File: config.mk
export PLATFORM = sky130hd
export DESIGN_NAME = alu_result_stage
export DESIGN_NICKNAME = d
export VERILOG_FILES = /design/src/rtl/alu_pkg.sv /design/src/rtl/skid_buf2.sv /design/src/rtl/alu_result_stage.sv
export SDC_FILE = /design/constraint.sdc
export NUM_CORES = 1
export LEC_CHECK = 0
export ABC_AREA = 1
export CORE_MARGIN = 1
export CORE_UTILIZATION = 40
export CTS_CLUSTER_SIZE = 16
export DETAILED_ROUTE_END_ITERATION = 6
export GPL_TIMING_DRIVEN = 0
export PLACE_DENSITY = 0.65
export SETUP_SLACK_MARGIN = 0.2
export SLEW_MARGIN = 20
export SYNTH_ARGS = -nofsm -noshare
export SYNTH_HDL_FRONTEND = slang
export SYNTH_HIERARCHICAL = 1
export SYNTH_SLANG_ARGS = --single-unit
export TNS_END_PERCENT = 50
File: constraint.sdc
create_clock -name clk -period 2.7 [get_ports clk]
set_clock_uncertainty 0.15 [all_clocks]
set_input_delay 0.27 -clock clk [delete_from_list [all_inputs] [get_ports clk]]
set_output_delay 0.27 -clock clk [all_outputs]
set_load 0.05 [all_outputs]
File: src/rtl/alu_pkg.sv
// alu_pkg: shared ALU definitions (adder flag layout, result-stage buffer states)
package alu_pkg;
  localparam int FLAG_N = 3;
  localparam int FLAG_Z = 2;
  localparam int FLAG_C = 1;
  localparam int FLAG_V = 0;
  typedef enum logic [1:0] {
    BUF_EMPTY = 2'd0,
    BUF_ONE   = 2'd1,
    BUF_FULL  = 2'd2
  } buf_state_e;
  function automatic logic [3:0] add_flags(input logic [31:0] a, input logic [31:0] b, input logic [32:0] s);
    logic [3:0] f;
    f[FLAG_N] = s[31];
    f[FLAG_Z] = ~|s[31:0];
    f[FLAG_C] = s[32];
    f[FLAG_V] = (a[31] == b[31]) && (s[31] != a[31]);
    return f;
  endfunction
endpackage

File: src/rtl/skid_buf2.sv
// skid_buf2: two-entry skid buffer with registered in_ready/out_valid
module skid_buf2
  import alu_pkg::*;
#(
  parameter int W = 32
) (
  input  logic         clk,
  input  logic         rst,
  input  logic         in_valid_i,
  output logic         in_ready_o,
  input  logic [W-1:0] in_data_i,
  output logic         out_valid_o,
  input  logic         out_ready_i,
  output logic [W-1:0] out_data_o
);
  buf_state_e  state_q, state_d;
  logic [W-1:0] head_q, head_d, skid_q, skid_d;
  logic        in_ready_q, out_valid_q, in_xfer, out_xfer;
  assign in_xfer     = in_valid_i & in_ready_q;
  assign out_xfer    = out_valid_q & out_ready_i;
  assign in_ready_o  = in_ready_q;
  assign out_valid_o = out_valid_q;
  assign out_data_o  = head_q;
  always_comb begin
    state_d = state_q;
    head_d  = head_q;
    skid_d  = skid_q;
    case (state_q)
      BUF_EMPTY: begin
        state_d = in_xfer ? BUF_ONE : BUF_EMPTY;
        head_d  = in_xfer ? in_data_i : head_q;
      end
      BUF_ONE: begin
        state_d = (in_xfer & ~out_xfer) ? BUF_FULL : (out_xfer & ~in_xfer) ? BUF_EMPTY : BUF_ONE;
        head_d  = (in_xfer & out_xfer) ? in_data_i : head_q;
        skid_d  = (in_xfer & ~out_xfer) ? in_data_i : skid_q;
      end
      BUF_FULL: begin
        state_d = out_xfer ? BUF_ONE : BUF_FULL;
        head_d  = out_xfer ? skid_q : head_q;
      end
      default: state_d = BUF_EMPTY;
    endcase
  end
  // handshake outputs are registered from the next state so neither side sees a combinational path
  always_ff @(posedge clk or posedge rst) begin
    if (rst) begin
      state_q     <= BUF_EMPTY;
      head_q      <= '0;
      skid_q      <= '0;
      in_ready_q  <= 1'b1;
      out_valid_q <= 1'b0;
    end else begin
      state_q     <= state_d;
      head_q      <= head_d;
      skid_q      <= skid_d;
      in_ready_q  <= state_d != BUF_FULL;
      out_valid_q <= state_d != BUF_EMPTY;
    end
  end
endmodule

File: src/rtl/alu_result_stage.sv
// alu_result_stage: buffers adder results, holds the NZCV register and counts overflows
module alu_result_stage
  import alu_pkg::*;
#(
  parameter int WIDTH = 32,
  parameter int CNT_W = 16
) (
  input  logic             clk,
  input  logic             rst,
  input  logic             in_valid,
  output logic             in_ready,
  input  logic [WIDTH-1:0] in_result,
  input  logic [3:0]       in_flags,
  input  logic             in_setflags,
  output logic             out_valid,
  input  logic             out_ready,
  output logic [WIDTH-1:0] out_result,
  output logic [3:0]       out_flags,
  output logic [CNT_W-1:0] ovf_count
);
  logic [3:0]       flags_q, flags_d;
  logic [CNT_W-1:0] cnt_q, cnt_d;
  logic             set_xfer;
  skid_buf2 #(.W(WIDTH)) u_buf (
    .clk         (clk),
    .rst         (rst),
    .in_valid_i  (in_valid),
    .in_ready_o  (in_ready),
    .in_data_i   (in_result),
    .out_valid_o (out_valid),
    .out_ready_i (out_ready),
    .out_data_o  (out_result)
  );
  assign set_xfer = in_valid & in_ready & in_setflags;
  always_comb begin
    flags_d = set_xfer ? in_flags : flags_q;
    cnt_d   = (set_xfer & in_flags[FLAG_V] & ~&cnt_q) ? cnt_q + CNT_W'(1) : cnt_q;
  end
  always_ff @(posedge clk or posedge rst) begin
    if (rst) begin
      flags_q <= '0;
      cnt_q   <= '0;
    end else begin
      flags_q <= flags_d;
      cnt_q   <= cnt_d;
    end
  end
  assign out_flags = flags_q;
  assign ovf_count = cnt_q;
endmodule

# --- Yosys cells after proc, flatten, opt, wreduce, memory -nomap -nowiden ---
# Index checks and enable logic that the tools add are counted.
op_classes:
  muxes: 9
  n_addsub: 1
  n_reduce_logical: 7
  eq_ne: 6
  bitwise_logic: 10
ops:
  columns: ["operator", "n"]
  rows:
  - ["two-way mux 32 bit", 3]
  - ["one-hot mux 32 bit (3 select lines)", 1]
  - ["adder 16 x 1 -> 16 bit, second input constant", 1]
  - ["AND reduction 16 bit", 1]
  - ["AND 1 bit", 8]
  - ["inequality test 2 x 1 -> 1 bit, second input constant", 3]
  - ["one-hot mux 2 bit (3 select lines)", 1]
  - ["two-way mux 2 bit", 2]
  - ["AND reduction 4 bit", 1]
  - ["nonzero test 3 bit", 1]
  - ["== test 2 x 1 -> 1 bit, second input constant", 1]
  - ["== test 2 bit, second input constant", 1]
  - ["logical NOT 2 bit", 1]
  - ["two-way mux 1 bit", 2]
  - ["inequality test 2 bit, second input constant", 1]
  - ["NOT 1 bit", 2]
  - ["AND reduction 2 bit", 1]
  - ["nonzero test 2 bit", 1]
  - ["logical NOT 1 bit", 1]
totals:
  inputBits: 41
  wordCells: 40
  register_bits: 88
  output_inout_bits: 54

# --- Depth between registers and ports, before layout ---
# Gate-level depths: netlist of run 1.
depth:
  depth_word: 7
  ltp_mapped: 10

# --- Modules after synthesis ---
# The synthesis of run 1 kept the hierarchy.
by_module_without_submodules:
  columns: ["module", "cells_per_inst", "area_each_um2", "n_inst"]
  rows:
  - ["skid_buf2", 406, 3181.8, 1]
  - ["alu_result_stage", 169, 1228.7, 1]

# --- Worst setup path before layout of run 1 ---
# OpenSTA, ideal clock, no wires.
synth_path:
  kind: "register to register"
  start: "register cnt_q[1] (netlist: ovf_count[1])"
  end: "register cnt_q[9] (netlist: ovf_count[9])"
  setup_time_ns: 0.118
  n_path_buf: 1
  t_arrival_ns: 1.631
  path_stages_with_launch: 10
  t_required_ns: 2.432
  path_slack_ns: 0.800
  period_less_slack_ns: 1.900
  cell_sequence: "dfrtp_1 -> ha_1 -> inv_1 -> nor2_2 -> nand2_2 -> nor2_2 -> nor2_2 -> buf_6 -> nand2_1 -> nand2_1"
synth_between:
  elab_chain_len: 3
  elab_cells_between_ends: 4
  cone_classes: "add/sub: 1; bitwise: 1; reduce/logical: 2"
synth_rtl:
  columns: ["item", "line_no", "text"]
  rows:
  - ["start, declared", "alu_result_stage.sv:22", "logic [CNT_W-1:0] cnt_q, cnt_d;"]
  - ["start signal, assigned", "alu_result_stage.sv:45", "cnt_q <= cnt_d;"]
  - ["parallel branches: the longest is 3 deep, another holds adder 16 x 1 -> 16 bit", null, null]
# Parallel ways; which one is timed is not known.
# A chain may end at the register's enable or synchronous reset.

# --- Worst setup path in the final report of run 1 ---
layout_path:
  start: "register u_buf.in_ready_q (netlist: u_buf/in_ready_o)"
  end: "output port in_ready"
layout_lines:
  columns: ["item", "line_no", "text"]
  rows:
  - ["start, declared", "skid_buf2.sv:18", "logic in_ready_q, out_valid_q, in_xfer, out_xfer;"]
  - ["start signal, assigned", "skid_buf2.sv:51", "in_ready_q <= 1'b1;"]
  - ["start signal, assigned", "skid_buf2.sv:57", "in_ready_q <= state_d != BUF_FULL;"]
  - ["end, declared", "alu_result_stage.sv:11", "output logic in_ready,"]
# No word-level cell between the ends.

==> run_results.csv, run 1 <==
group,metric,value,unit
yosys,yosysMostFrequentCell,"nand2_1",
route,totalWireLength,10.73,mm
run_status,outcome,"finished clean",
worst_setup_path,crit_buf_inv,1,
die,initial_core_util,0.4197,
sta,maxSlewViolCount,0,
yosys,synth_common_cells,"302 x nand2_1, 87 x dfrtp_1, 76 x nand3_1",
sta,fin_crit_sh,0.8122,
cells_and_area,antenna-diode-count,0,
yosys,netlist_area,0.004410,mm^2
worst_setup_path,crit_family,"buffers and inverters",
route,dr.pass1.iters,4,
route,vias,3896,
worst_setup_path,arrival,1770,ps
route,wl_per_cell,13.09,um
power_and_ir_drop,p_per_area,1169,mW/mm^2
route,wl_met3,560,um
worst_setup_path,crit_required,2280,ps
sta,slew_headroom,0.4346,
worst_setup_path,worstReg2RegEnd,"ovf_count[12]",
yosys,async_flop_share,1.000,
clock_tree,clk_latency,340,ps
place,hpwlAfterDp,7.738,mm
worst_setup_path,crit_cells,1,
clock_tree,path_clk_slew,90,ps
cells_and_area,fin_nets,723,
cells_and_area,instances_no_fill,820,
die,io_pins,95,
worst_setup_path,crit_chain,"clkdlybuf4s50_1",
place,port_buffers,94,
worst_setup_path,critPathLaunch,"u_buf/in_ready_o",
yosys,synth_edf_count,0,
route,ant_nets,0,
yosys,synth_warnings,6,
worst_setup_path,worst_setup_path_endpoint,"in_ready",
worst_setup_path,cpMaxStageDelayCell,"clkdlybuf4s50_1",
place,place_ws,590.3,ps
yosys,ys_seq_elements,88,
route,top_layer_used,"met4",
grt,antenna_found_initial,0,
grt,grt_usage,0.2019,
yosys,syn_inst,575,
clock_tree,cts_setup_buffers,0,
worst_setup_path,r2r_cells,5,
place,post-place-cells,806,
worst_setup_path,r2r_setup_slack,940,ps
sta,fmax,0.4560,GHz
cells_and_area,synthToLayoutAreaGrowth,30.92,%
yosys,syn-num-nets,617,
worst_setup_path,crit_path_max_incr_delay,830,ps
yosys,synthFlopType,"dfrtp_1",
sta,layout_min_cycle_time,2193,ps
sta,fin_setup_tns,0,ps
run,maxCapViolations,0,
cells_and_area,n_fill_cell,1010,
place,gp_congestion,0.8374,
worst_setup_path,worstSetupPathType,"flop to output pin",
clock_tree,cts_tree,"built",
route,wl_met1,5.084,mm
die,rows,37,
clock_tree,cts_resized,0,
yosys,synth.largest_area_cell,"dfrtp_1",
die,die_x,107.0,um
cells_and_area,drive_gt1_frac,0.1009,
worst_setup_path,critPathCaptureType,"output pin",
sta,setup_viol,0,
grt,grt_pass1_wl,18.26,mm
worst_setup_path,startpoint_type,"flop",
worst_setup_path,crit_fanout,6,
grt,overflow,0,
die,core_area,0.01051,mm^2
clock_tree,htree_levels,3,
clock_tree,ctsHoldBuffers,0,
die,die_area,0.01145,mm^2
power_and_ir_drop,leakage,2.931,nW
yosys,synth_top_area_frac,0.4936,
clock_tree,clockBufferDepth,2,
route,route.met2.wl,5.051,mm
clock_tree,cts_root_buf,"clkbuf_8",
clock_tree,numCtsBuffers,9,
power_and_ir_drop,vdd_drop_max,0.6296,mV
route,drc,0,
route,viasPerCell,4.751,
min_path,hold_class,"input port to asynchronous set/reset pin",
yosys,synth.avg_cell_area,7.670,um^2
die,die_y,107.0,um
sta,fin_ws,507.2,ps
sta,tightest_slew,847.2,ps
clock_tree,cts.sinks,88,
sta,rsz0062_at_grt,"no",
route,initialDrtViolationCount,201,
grt,grt_max_degree,39,
grt,grt_pass1_vias,3791,
worst_setup_path,rr_startpoint,"u_buf/in_ready_o",
sta,hold_viol_final,0,
yosys,synth.distinct_cells,26,
sta,hold_ws,188.1,ps
yosys,synth.area.top_cells,"dfrtp_1 49%, nand2_1 26%, nand3_1 8.6%, buf_6 2.0%, inv_1 1.6%",
yosys,synth-seq-area-share,0.4996,
-- registers in the layout, summed over array words and instances (netlist names) --
register / flops
ovf_count: 16
u_buf/in_ready_o: 1
u_buf/out_valid_o: 1
u_buf/skid_q: 32
u_buf/state_q: 2
out_flags: 4
u_buf/out_data_o: 32
-- cell type report --
cell class | instances | area (um^2) | share of cell area
Buffer | 27 | 210.2 | 0.03640
Clock buffer | 9 | 123.9 | 0.02145
Clock inverter | 5 | 106.4 | 0.01842
Inverter | 24 | 92.59 | 0.01603
Multi-Input combinational cell | 436 | 1907 | 0.3302
Sequential cell | 88 | 2203 | 0.3816
Tap cell | 136 | 170.2 | 0.02947
Timing Repair Buffer | 95 | 960.9 | 0.1664
-- report_power, final --
part | switching [mW] | internal (mW) | total, mW
sequential | 0.341 | 1.87 | 2.21
clock | 0.454 | 0.609 | 1.06
combinational | 2.32 | 1.16 | 3.48
total | 3.11 | 3.63 | 6.75
-- metal layers --
| layer | track usage | up-vias |
|---|---|---|
| met1 | 0.2781 | 1795 |
| met4 | 0.06164 | 0 |
| met5 | 0 | - |
| li1 | - | 2004 |
| met2 | 0.3207 | 95 |
| met3 | 0.03951 | 2 |
-- logic make-up after synthesis --
logic type / Yosys count / synth area share
buffers and inverters: 51 / 0.06809
xor gates and xnor gates: 4 / 0.007945
and+or+nand+nor: 424 / 0.4085
AOI/OAI and AO/OA: 4 / 0.005389
adders and majority gates: 1 / 0.002836
muxes: 3 / 0.007659
DFF: 88 / 0.4996
-- placed cells by master (no fill, tap or decap), drive strengths merged --
master / netlist / routed
inv: 24 / 25
bufinv: 0 / 3
o21ai: 4 / 4
nor2: 23 / 23
clkdlybuf4s50: 0 / 94
dfstp: 1 / 1
clkinvlp: 0 / 1
nor3: 2 / 2
mux2: 3 / 3
buf: 23 / 24
ha: 1 / 1
dfrtp: 87 / 87
nand3b: 3 / 3
clkbuf: 4 / 13
xor2: 2 / 2
xnor2: 2 / 2
nand4: 6 / 6
nand2: 313 / 313
nand3: 77 / 77
-- worst min path at each step --
stage                   startpoint              endpoint  depth (start not counted)
2_1_floorplan                  rst          out_flags[0]                          1
3_3_place_gp   u_buf/out_data_o[8]   u_buf/out_data_o[8]                          2
3_5_place_dp   u_buf/out_data_o[7]   u_buf/out_data_o[7]                          2
4_1_cts                        rst  u_buf/out_data_o[17]                          2
5_1_grt                        rst  u_buf/out_data_o[17]                          2
6_report                       rst  u_buf/out_data_o[17]                          2
-- stage by stage --
step                cell area (um^2)  total power [mW]    util
global route                    5774             7.234  0.5495
CTS                             5774             6.823  0.5495
global placement                5522             5.653  0.5254
floorplan                       4410             4.612       -
finish                          5774             6.749  0.5495
detailed placement              5544             5.735  0.5276
Power figures use the tool's default switching activity.
==> run 2, diff against run 1 <==
==> constraint.sdc (replaced) <==
create_clock -name clk -period 2.2 [get_ports clk]
set_clock_uncertainty 0.15 [all_clocks]
set_input_delay 0.22 -clock clk [delete_from_list [all_inputs] [get_ports clk]]
set_output_delay 0.22 -clock clk [all_outputs]
set_load 0.05 [all_outputs]
==> run 2 against run 1 <==
Effect of this change: non-clock buffer count grew 1; setup slack lost 300 ps; combinational power grew 22%; register-to-register slack lost 480 ps; first-iteration DRC count shrank 21%; critical path type unchanged.
==> run_results.csv, run 2 (same netlist as run 1, synthesis figures left out) <==
group,metric,value,unit
worst_setup_path,crit_chain,"clkdlybuf4s50_1",
die,die_area,0.01145,mm^2
cells_and_area,fin_nets,724,
worst_setup_path,critPathLaunch,"ovf_count[5]",
run_status,outcome,"finished clean",
worst_setup_path,r2r_setup_slack,460,ps
power_and_ir_drop,power.internal,4.205,mW
worst_setup_path,arrival,1620,ps
cells_and_area,final_common_cell,"nand2_1",
clock_tree,htree_levels,3,
cells_and_area,n_fill_cell,1030,
place,hpwlAfterDp,7.874,mm
worst_setup_path,crit_family,"buffers and inverters",
route,vias,3961,
clock_tree,cts_root_buf,"clkbuf_8",
die,die_y,107.0,um
power_and_ir_drop,vdd_drop_max,0.6355,mV
clock_tree,clockBufferDepth,2,
route,dr.pass1.iters,4,
grt,grt_max_degree,32,
die,initial_core_util,0.4197,
sta,maxSlewViolCount,0,
cells_and_area,final_area,0.005764,mm^2
worst_setup_path,worstSetupPathType,"flop to output pin",
grt,overflow,0,
grt,antenna_found_initial,0,
min_path,hold_class,"input port to asynchronous set/reset pin",
clock_tree,numCtsBuffers,9,
place,port_buffers,94,
worst_setup_path,crit_buf_inv,1,
die,io_pins,95,
place,gp_congestion,0.8858,
route,wl_per_cell,13.13,um
worst_setup_path,rr_startpoint,"u_buf/in_ready_o",
sta,tightest_slew,778.1,ps
power_and_ir_drop,sw_frac_of_total,0.4764,
route,drc,0,
worst_setup_path,crit_path_max_incr_delay,830,ps
worst_setup_path,critPathCaptureType,"output pin",
place,place_ws,157.6,ps
die,die_x,107.0,um
cells_and_area,antenna-diode-count,0,
cells_and_area,final_cell_mix,"302 x nand2_1, 87 x dfrtp_1, 83 x clkdlybuf4s50_1",
clock_tree,cts_setup_buffers,0,
route,initialDrtViolationCount,159,
power_and_ir_drop,pwr-share-seq,0.337,
worst_setup_path,startpoint_type,"flop",
sta,slew_headroom,0.4807,
grt,grt_pass1_wl,18.35,mm
place,placedInstanceArea,0.005565,mm^2
power_and_ir_drop,leakage,3.023,nW
cells_and_area,drive_gt1_frac,0.1033,
die,core_area,0.01051,mm^2
worst_setup_path,cpMaxStageDelayCell,"clkdlybuf4s50_1",
clock_tree,clk_latency,350,ps
sta,rsz0062_at_grt,"yes",
power_and_ir_drop,p_clk_frac,0.135,
power_and_ir_drop,power.switching,3.827,mW
sta,layout_min_cycle_time,1992,ps
sta,hold_viol_final,0,
route,viasPerCell,4.813,
cells_and_area,synthToLayoutAreaGrowth,30.70,%
sta,fin_crit_sh,0.9056,
sta,setup_viol,0,
route,ant_nets,0,
route,totalWireLength,10.81,mm
run,maxCapViolations,0,
worst_setup_path,crit_fanout,5,
power_and_ir_drop,pwr-share-comb,0.528,
clock_tree,cts_tree,"built",
power_and_ir_drop,p_per_area,1393,mW/mm^2
clock_tree,cts.sinks,88,
sta,fmax,0.5020,GHz
die,rows,37,
grt,grt_pass1_vias,3867,
worst_setup_path,crit_required,1830,ps
clock_tree,path_clk_slew,90,ps
grt,grt_usage,0.2044,
sta,fin_setup_tns,0,ps
sta,fin_ws,207.8,ps
[run 2: final cells by class]
| cell class | count | area (um^2) | share of cell area |
|---|---|---|---|
| plain buffers | 27 | 210.2 | 0.03647 |
| clock inverters | 3 | 25.02 | 0.004341 |
| repair buffers | 96 | 985.9 | 0.1710 |
| multi-input cells | 436 | 1907 | 0.3308 |
| clock buffers | 13 | 168.9 | 0.02930 |
| flip-flops and latches | 88 | 2203 | 0.3822 |
| inverters | 24 | 93.84 | 0.01628 |
| well taps | 136 | 170.2 | 0.02952 |
[run 2: path summary, 6_finish.rpt]
kind	end	cells past startpoint
hold / removal	u_buf/out_data_o[19]	2
min in group clk	u_buf/skid_q[24]	3
setup reg to reg	ovf_count[14]	5
hold reg to reg	u_buf/out_data_o[3]	2
setup / recovery	ovf_count[5]	1
max in group asynchronous	ovf_count[9]	2
[run 2: power by group through the flow]
| stage | registers [mW] | logic [mW] | clock network [mW] |
|---|---|---|---|
| after detailed placement | 2.74 | 4.29 | 0 |
| after global routing | 2.79 | 4.62 | 1.19 |
| after floorplan | 3.96 | 1.70 | 0 |
| final | 2.71 | 4.24 | 1.08 |
| after CTS | 2.71 | 4.28 | 1.13 |
| after global placement | 2.72 | 4.22 | 0 |
[run 2: metal layers]
layer,up-vias,track usage,share of wire
met5,-,0,0
met4,0,0.06262,0.0096
met3,10,0.04377,0.051
met2,91,0.3461,0.49
met1,1854,0.2612,0.45
li1,2006,-,-
[run 2: what timing repair did]
item,in CTS,in global routing
resized for setup,6,5
pin swaps,0,0
setup endpoints to repair,12,11
hold buffers,0,0
[run 2: stage by stage]
stage / instances / power [mW] / utilization / hold WS (ps)
4_1_cts: 823 / 8.119 / 0.5473 / 50.14
6_report: 823 / 8.032 / 0.5485 / 60.09
5_1_grt: 823 / 8.610 / 0.5485 / 65.14
3_5_place_dp: 807 / 7.031 / 0.5296 / 307.5
3_3_place_gp: 805 / 6.940 / 0.5258 / 302.8
2_1_floorplan: 575 / 5.660 / - / 33.83
==> run 3, diff against run 2 <==
--- a/config.mk
+++ b/config.mk
@@ -7,11 +7,11 @@
 export LEC_CHECK = 0
 export ABC_AREA = 1
 export CORE_MARGIN = 1
-export CORE_UTILIZATION = 40
+export CORE_UTILIZATION = 51
 export CTS_CLUSTER_SIZE = 16
 export DETAILED_ROUTE_END_ITERATION = 6
 export GPL_TIMING_DRIVEN = 0
-export PLACE_DENSITY = 0.65
+export PLACE_DENSITY = 0.8
 export SETUP_SLACK_MARGIN = 0.2
 export SLEW_MARGIN = 20
 export SYNTH_ARGS = -nofsm -noshare
==> run 3 against run 2 <==
Effect of this change: sequential power about the same; worst hold slack gained 220 ps; maximum frequency is 0.85% lower; setup slack worse by 17 ps; power grew 1.0%; critical path type unchanged; largest power group unchanged.
==> run_results.csv, run 3 (same netlist as run 1, synthesis figures left out) <==
group,metric,value,unit
clock_tree,clk_latency,350,ps
die,initial_core_util,0.5314,
worst_setup_path,rr_startpoint,"ovf_count[0]",
cells_and_area,drive_gt1_frac,0.1032,
grt,grt_pass1_wl,17.59,mm
power_and_ir_drop,power,8.113,mW
worst_setup_path,crit_path_max_incr_delay,840,ps
sta,fin_setup_tns,0,ps
clock_tree,numCtsBuffers,9,
sta,maxSlewViolCount,0,
cells_and_area,instances_no_fill,793,
min_path,hold_depth,3,
die,die_area,0.009024,mm^2
place,gp_congestion,0.8879,
route,vias,4032,
cells_and_area,synthToLayoutAreaGrowth,30.35,%
sta,rsz0062_at_grt,"yes",
clock_tree,clockBufferDepth,2,
die,core_area,0.008299,mm^2
min_path,min_to,"u_buf/skid_q[26]",
route,drc,0,
power_and_ir_drop,leakage,3.035,nW
grt,grt_max_degree,35,
cells_and_area,fin_nets,725,
sta,layout_min_cycle_time,2009,ps
route,wl_per_cell,13.06,um
route,ant_nets,0,
power_and_ir_drop,p_per_area,1411,mW/mm^2
sta,fmax,0.4977,GHz
worst_setup_path,crit_chain,"clkdlybuf4s50_1",
sta,hold_viol_final,0,
route,initialDrtViolationCount,262,
die,die_x,95.00,um
die,io_pins,95,
power_and_ir_drop,vdd_drop_max,0.8563,mV
cells_and_area,antenna-diode-count,0,
clock_tree,cts_root_buf,"clkbuf_8",
cells_and_area,final_cell_mix,"302 x nand2_1, 87 x dfrtp_1, 84 x clkdlybuf4s50_1",
clock_tree,cts_tree,"built",
clock_tree,cts_setup_buffers,0,
clock_tree,path_clk_slew,80,ps
min_path,min_from,"in_result[26]",
min_path,hold_class,"input port to flop",
sta,tightest_slew,765.8,ps
grt,grt_usage,0.2516,
grt,grt_pass1_vias,3901,
worst_setup_path,worstSetupPathType,"flop to output pin",
place,post-place-cells,776,
worst_setup_path,crit_family,"buffers and inverters",
worst_setup_path,worstReg2RegEnd,"ovf_count[14]",
worst_setup_path,r2r_cells,9,
place,port_buffers,94,
sta,fin_crit_sh,0.9133,
run_status,outcome,"finished clean",
worst_setup_path,r2r_setup_slack,460,ps
die,rows,33,
worst_setup_path,crit_fanout,5,
worst_setup_path,crit_buf_inv,1,
run,maxCapViolations,0,
die,die_y,95.00,um
worst_setup_path,arrival,1640,ps
clock_tree,htree_levels,3,
worst_setup_path,critPathCaptureType,"output pin",
cells_and_area,final_common_cell,"nand2_1",
clock_tree,cts.sinks,88,
grt,overflow,0,
worst_setup_path,crit_required,1830,ps
route,dr.pass1.iters,5,
worst_setup_path,cpMaxStageDelayCell,"clkdlybuf4s50_1",
sta,setup_viol,0,
place,hpwlAfterDp,7.619,mm
worst_setup_path,startpoint_type,"flop",
grt,antenna_found_initial,0,
route,viasPerCell,5.084,
sta,slew_headroom,0.4889,
route,totalWireLength,10.36,mm
-- run 3: cell types whose count changed in the layout (fill, tap and decap cells not counted), sizes merged --
cell,before,now
bufinv,0,1
clkbuf,17,16
clkdlybuf4s50,83,84
clkinv,2,1
dlygate4sd2,6,5
dlygate4sd3,0,1
inv,23,24
-- run 3: what timing repair did --
item / 4_1_cts / 5_1_grt
resized for setup: 5 / 5
pin swaps: 0 / 0
hold buffers: 1 / 0
endpoints found under the hold margin: 1 / 0
setup endpoints to repair: 11 / 11
-- run 3: layout make-up --
type | count | area, um^2
multi-input cells | 436 | 1907
plain buffers | 27 | 210.2
flip-flops and latches | 88 | 2203
clock inverters | 4 | 51.30
clock buffers | 12 | 155.1
inverters | 24 | 93.84
well taps | 105 | 131.4
fillers | 684 | 2550
repair buffers | 97 | 997.2
-- run 3: worst max-delay path by stage --
| stage | endpoint | slack [ps] | start | depth (start not counted) |
|---|---|---|---|---|
| 6_report | ovf_count[4] | 190 | ovf_count[4] | 1 |
| 5_1_grt | ovf_count[4] | 160 | ovf_count[4] | 1 |
| 4_1_cts | ovf_count[7] | 180 | ovf_count[7] | 1 |
| 3_5_place_dp | ovf_count[14] | 190 | in_valid | 6 |
| 3_3_place_gp | ovf_count[9] | 190 | in_valid | 6 |
| 2_1_floorplan | ovf_count[9] | 300 | ovf_count[1] | 9 |
-- run 3: per-layer routing --
layer | GRT usage | wire, um | vias to the layer above | share of wire
met3 | 0.04026 | 479 | 18 | 0.046
met1 | 0.3060 | 4441 | 1886 | 0.43
met4 | 0.09848 | 213 | 0 | 0.021
li1 | - | - | 2009 | -
met2 | 0.4448 | 5219 | 119 | 0.50
met5 | 0 | 0 | - | 0
-- run 3: per-stage QoR --
| stage | hold slack [ps] | utilization | setup slack (ps) | cell area [um^2] |
|---|---|---|---|---|
| after floorplan | 33.83 | - | 300.4 | 4414 |
| after global placement | 303.4 | 0.6611 | 192.3 | 5487 |
| after detailed placement | 307.5 | 0.6659 | 192.7 | 5527 |
| after CTS | 269.4 | 0.6912 | 177.5 | 5737 |
| after global routing | 279.0 | 0.6927 | 158.9 | 5749 |
| final | 277.9 | 0.6927 | 190.8 | 5749 |
-- run 3: power breakdown --
group	internal (mW)	leakage, nW	total (mW)	switching [mW]
combinational	1.42	1.82	4.25	2.83
sequential	2.29	1.11	2.71	0.423
clock	0.590	0.103	1.15	0.561
